<file path="src/rtl/sync_tx_arbiter.sv">
`default_nettype none
// ============================================================================
//  Module      : sync_tx_arbiter
//  Description : Source-domain scheduler sharing one Data_Sync CDC channel
//                between NUM_REQ requesters. Round-robin pick, single-cycle
//                bus_enable launch, bus held stable through the receiver's
//                synchronizer window, then a quiet gap before the next pick.
//  Revision    : 1.0 - initial release
// ============================================================================
module sync_tx_arbiter #(
    parameter  int BUS_WIDTH   = 8,
    parameter  int NUM_REQ     = 4,
    parameter  int HOLD_CYCLES = 8,
    parameter  int GAP_CYCLES  = 2,
    localparam int ID_W        = (NUM_REQ > 1) ? $clog2(NUM_REQ) : 1
) (
    input  logic                         CLK,
    input  logic                         RST,
    input  logic [NUM_REQ-1:0]           req,
    input  logic [NUM_REQ*BUS_WIDTH-1:0] req_data,
    output logic [NUM_REQ-1:0]           grant,
    output logic [BUS_WIDTH-1:0]         unsync_bus,
    output logic                         bus_enable,
    output logic [ID_W-1:0]              src_id,
    output logic                         busy
);

    localparam int c_MAX_CNT = (HOLD_CYCLES > GAP_CYCLES) ? HOLD_CYCLES : GAP_CYCLES;
    localparam int c_CNT_W   = $clog2(c_MAX_CNT + 1);

    localparam logic [c_CNT_W-1:0] c_HOLD_LOAD = c_CNT_W'(HOLD_CYCLES - 1);
    localparam logic [c_CNT_W-1:0] c_GAP_LOAD  = c_CNT_W'((GAP_CYCLES > 0) ? GAP_CYCLES - 1 : 0);
    localparam logic [ID_W-1:0]    c_LAST_ID   = ID_W'(NUM_REQ - 1);

    localparam logic [1:0] c_S_IDLE   = 2'd0;
    localparam logic [1:0] c_S_LAUNCH = 2'd1;
    localparam logic [1:0] c_S_HOLD   = 2'd2;
    localparam logic [1:0] c_S_GAP    = 2'd3;

    logic [1:0]           r_state;
    logic [c_CNT_W-1:0]   r_cnt;
    logic [ID_W-1:0]      r_ptr;
    logic [NUM_REQ-1:0]   r_grant;
    logic [BUS_WIDTH-1:0] r_bus;
    logic                 r_bus_en;
    logic [ID_W-1:0]      r_src_id;

    logic [1:0]           w_state_nxt;
    logic [c_CNT_W-1:0]   w_cnt_nxt;
    logic [ID_W-1:0]      w_ptr_nxt;
    logic [NUM_REQ-1:0]   w_grant_nxt;
    logic [BUS_WIDTH-1:0] w_bus_nxt;
    logic                 w_bus_en_nxt;
    logic [ID_W-1:0]      w_src_id_nxt;

    logic                 w_found;
    logic [ID_W-1:0]      w_win_idx;
    logic [ID_W-1:0]      w_scan_idx;
    logic [BUS_WIDTH-1:0] w_words [NUM_REQ];

    // Unpack the flat request data bus into one word per requester
    for (genvar g = 0; g < NUM_REQ; g++) begin : g_words
        assign w_words[g] = req_data[g*BUS_WIDTH +: BUS_WIDTH];
    end

    // Round-robin pick: first asserted request at or above r_ptr, wrapping
    always_comb begin
        w_found    = 1'b0;
        w_win_idx  = '0;
        w_scan_idx = r_ptr;
        for (int k = 0; k < NUM_REQ; k++) begin
            if (!w_found && req[w_scan_idx]) begin
                w_found   = 1'b1;
                w_win_idx = w_scan_idx;
            end
            w_scan_idx = (w_scan_idx == c_LAST_ID) ? '0 : w_scan_idx + 1'b1;
        end
    end

    // Next-state and next-output logic; grant/bus_enable default to low
    always_comb begin
        w_state_nxt  = r_state;
        w_cnt_nxt    = r_cnt;
        w_ptr_nxt    = r_ptr;
        w_grant_nxt  = '0;
        w_bus_nxt    = r_bus;
        w_bus_en_nxt = 1'b0;
        w_src_id_nxt = r_src_id;
        case (r_state)
            c_S_IDLE: begin
                // req is only looked at here, so anything seen while busy is ignored
                if (w_found) begin
                    w_grant_nxt[w_win_idx] = 1'b1;
                    w_bus_en_nxt           = 1'b1;
                    w_bus_nxt              = w_words[w_win_idx];
                    w_src_id_nxt           = w_win_idx;
                    w_ptr_nxt              = (w_win_idx == c_LAST_ID) ? '0 : w_win_idx + 1'b1;
                    w_state_nxt            = c_S_LAUNCH;
                end
            end
            c_S_LAUNCH: begin
                w_cnt_nxt   = c_HOLD_LOAD;
                w_state_nxt = c_S_HOLD;
            end
            c_S_HOLD: begin
                if (r_cnt == '0) begin
                    if (GAP_CYCLES > 0) begin
                        w_cnt_nxt   = c_GAP_LOAD;
                        w_state_nxt = c_S_GAP;
                    end else begin
                        w_state_nxt = c_S_IDLE;
                    end
                end else begin
                    w_cnt_nxt = r_cnt - 1'b1;
                end
            end
            c_S_GAP: begin
                if (r_cnt == '0) begin
                    w_state_nxt = c_S_IDLE;
                end else begin
                    w_cnt_nxt = r_cnt - 1'b1;
                end
            end
            default: begin
                w_state_nxt = c_S_IDLE;
            end
        endcase
    end

    // State and registered outputs; reset aborts any transfer in flight
    always_ff @(posedge CLK) begin
        if (RST) begin
            r_state  <= c_S_IDLE;
            r_cnt    <= '0;
            r_ptr    <= '0;
            r_grant  <= '0;
            r_bus    <= '0;
            r_bus_en <= 1'b0;
            r_src_id <= '0;
        end else begin
            r_state  <= w_state_nxt;
            r_cnt    <= w_cnt_nxt;
            r_ptr    <= w_ptr_nxt;
            r_grant  <= w_grant_nxt;
            r_bus    <= w_bus_nxt;
            r_bus_en <= w_bus_en_nxt;
            r_src_id <= w_src_id_nxt;
        end
    end

    assign grant      = r_grant;
    assign unsync_bus = r_bus;
    assign bus_enable = r_bus_en;
    assign src_id     = r_src_id;
    assign busy       = (r_state != c_S_IDLE);

endmodule
`default_nettype wire

</file>
<file path="config.mk">
export PLATFORM = sky130hd
export DESIGN_NAME = sync_tx_arbiter
export DESIGN_NICKNAME = d
export VERILOG_FILES = /design/src/rtl/sync_tx_arbiter.sv
export SDC_FILE = /design/constraint.sdc
export NUM_CORES = 1
export LEC_CHECK = 0
export BUFFER_PORTS_ARGS = -buffer_cell sky130_fd_sc_hd__buf_2
export CORE_ASPECT_RATIO = 0.7
export CORE_MARGIN = 2
export CORE_UTILIZATION = 50
export CTS_BUF_LIST = sky130_fd_sc_hd__clkbuf_4
export CTS_CLUSTER_SIZE = 24
export DETAILED_ROUTE_END_ITERATION = 10
export PLACE_DENSITY = 0.78
export SLEW_MARGIN = 10
export SYNTH_ARGS = -nofsm -noshare
export SYNTH_HDL_FRONTEND = slang
export SYNTH_SLANG_ARGS = --single-unit
</file>
<file path="constraint.sdc">
create_clock -name CLK -period 3.5 [get_ports CLK]
set_input_delay 0.525 -clock CLK [delete_from_list [all_inputs] [get_ports CLK]]
set_output_delay 0.525 -clock CLK [all_outputs]
set_load 0.05 [all_outputs]
</file>
==> results.md <==
* Startpoint types: register
* Crit end category: register
* Power density cells at 852 nW/um^2
* Critical Path AT at 2.99 ns
* Die area at 3700 sq um
* Hold Buf Count CTS at 0
* FF-to-FF Start: r_ptr[0]
* Layout Cells excl Fill at 269
* Count of flip-flops with a built-in enable after synthesis at 0
* Post-CTS setup buffer count at 0
* Rows at 17
* M1 GR Usage at 28.7%
* CTS tree: done
* CTS Buffer Depth at 2
* Max Cap Viol at 0
* Max-slew violation count at 0
* Initial antenna violation count at 0
* Vias per cell at 5.45
* Most Crowded Layer GR: met2
* Fillers at 277
* CTS root buf: clkbuf_4
* Number of routed nets with antenna violations at 0
* Fin Setup TNS at 0 ns
* Worst Max-Slew Pin Slew at 0.506 ns
* Critical path type: reg2reg
* Commonest cells after routing, fill and taps aside: buf_2, dfxtp_1, nor2_1
* GRT overflow at 0
* Asr flop ratio synth at 0%
* Drt drc at 0
* Final setup viols at 0
* Leakage power at 0.912 nW
* Unrepaired setup endpoints after global routing: false
* Commonest non-fill, non-tap cell in the layout: buf_2
* Slack of the worst reg-to-reg path at 0.70 ns
* HP Start: req_data[19]
* Post-synth net total at 230
* Dominant synthesized flop cell: dfxtp_1
* CTS resizes at 0
* Crit share post-route at 80.1%
* Ports at 54
* Synth cell types at 52
* Post-synthesis sequential area ratio at 28.5%
* GP Congestion at 0.966
* First-pass GRT wire length at 5810 um
* Synth Area per Inst at 8.91 sq um
* Dpl cells at 265
* FF-to-FF path depth at 9
* Core area at 3110 sq um
* H-tree Lvls at 1
* Yosys reg bits at 23
* Layout Nets at 281
* Port Buf Inserts at 53
* Die height at 51.5 um
* Worst Skew at 0.00482 ns
* Sequential cell area at 460 sq um
* CP startpoint: r_ptr[0]
* Area Growth Syn to Fin at 18.6%
* Mapped Area at 1610 sq um
* Die X at 71.9 um
* Setup ws final at 0.695 ns
* Met2 usage in global routing at 30.6%
* Via count at 1465
* Status: finished, final reports clean
* Vias in the first global route at 1309
* Synth top area share at 28.5%
* Worst Path Required at 3.68 ns
* Sink Count at 23
* CP Max Fanout at 16
* DP Worst Slack at 0.757 ns
* Hold depth at 2
* Starting Density at 51.9%
* Max transition margin at 66.0%
* ANT cells at 0
* Wire per inst at 13.3 um
* Peak VDD IR at 0.000380 V
* Final Hold Violating Endpoints at 0
* Share of cells above drive strength 1 at 30.3%
* Largest net degree at the start of global routing at 26
* Synth area leader: dfxtp_1
* Cells after Synth at 181
* Hold Crit Class: in2reg
* Worst skew pair latency at 0.31 ns
* Worst-path clk slew at 0.13 ns
* 1st-iter DRT viols at 58
* Met3 usage at 5.23%
* Area of the multi-input gates at 1040 sq um
* Fmax at 0.357 GHz
* Top post-synthesis cells by area: dfxtp_1, mux2i_1, ha_1
* Final WL at 3580 um
* Drt pass-1 iters at 4
* Synthesis Warnings at 0
* All-Layer GR Usage at 20.0%
* CTS buffer count at 3
* DPL Wire Length at 2700 um
* Fin util at 61.6%
* Final Critical Period at 2.80 ns
per-stage QoR:
step | hold slack, ns | total power, mW | cell area [sq um]
6_report | 0.488 | 1.63 | 1910
2_1_floorplan | 0.477 | 1.31 | 1610
3_5_place_dp | 0.482 | 1.51 | 1890
4_1_cts | 0.486 | 1.64 | 1910
5_1_grt | 0.496 | 1.76 | 1910
3_3_place_gp | 0.478 | 1.50 | 1890
metal layers:
metal,share of wire [%],vias up
li1,-,760
met5,0,-
met2,42,49
met3,6.6,2
met4,0.56,0
met1,50,654
layout make-up:
| cell class | count | share of cell area [%] |
|---|---|---|
| Clock buffer | 3 | 1.18 |
| Timing Repair Buffer | 56 | 15.0 |
| Inverter | 12 | 2.75 |
| Clock inverter | 1 | 0.262 |
| Sequential cell | 23 | 24.1 |
| Multi-Input combinational cell | 136 | 54.2 |
| Tap cell | 38 | 2.49 |
critical path: stages (launching register included):
cell,delay [ns]
dfxtp_1,0.34
ha_1,0.58
mux2i_1,0.36
mux2_2,0.24
nand2_1,0.08
o21ai_1,0.42
buf_4,0.26
nand2b_1,0.16
a211o_1,0.11
o311ai_0,0.12
sequential cells by signal, indices dropped and copies added (netlist names):
signal / flops
r_cnt: 4
unsync_bus: 8
r_ptr: 2
r_state: 2
src_id: 2
bus_enable: 1
grant: 4
path summary, 6_finish.rpt:
| path | to |
|---|---|
| worst max-delay path | unsync_bus[0] |
| worst min-delay path | unsync_bus[3] |
| worst max register to register | unsync_bus[0] |
| worst min register to register | src_id[0] |
cells in the mapped netlist (all sizes together) (2+ instances only):
cell type and instances:
a211oi 2, ha 11, nand3b 7, nand2 13
o21ai 6, mux2i 17, or3 4, o21bai 2
inv 12, a211o 3, nor2b 5, o221ai 6
nor2 18, o21a 2, nand2b 2, nor3 3
clkbuf 3, o311ai 3, and2 4, dfxtp 23
buf 7, a21oi 8
logic make-up (layout without fill, tap and decap cells):
| family | after synthesis | after routing | synth area share [%] |
|---|---|---|---|
| adders and majority gates | 11 | 11 | 8.53 |
| DFF | 23 | 23 | 28.5 |
| buffers and inverters | 22 | 72 | 7.14 |
| AOI/OAI and AO/OA | 43 | 43 | 21.9 |
| xor gates and xnor gates | 1 | 1 | 0.543 |
| muxes | 19 | 19 | 12.9 |
| and+or+nand+nor | 62 | 62 | 20.5 |
where the power goes:
| part | leakage, nW | switching [mW] | internal, mW |
|---|---|---|---|
| clock | 0.0177 | 0.0807 | 0.0427 |
| combinational | 0.705 | 0.712 | 0.391 |
| sequential | 0.190 | 0.0536 | 0.351 |
Note: power is estimated with default switching activity, not from simulation.
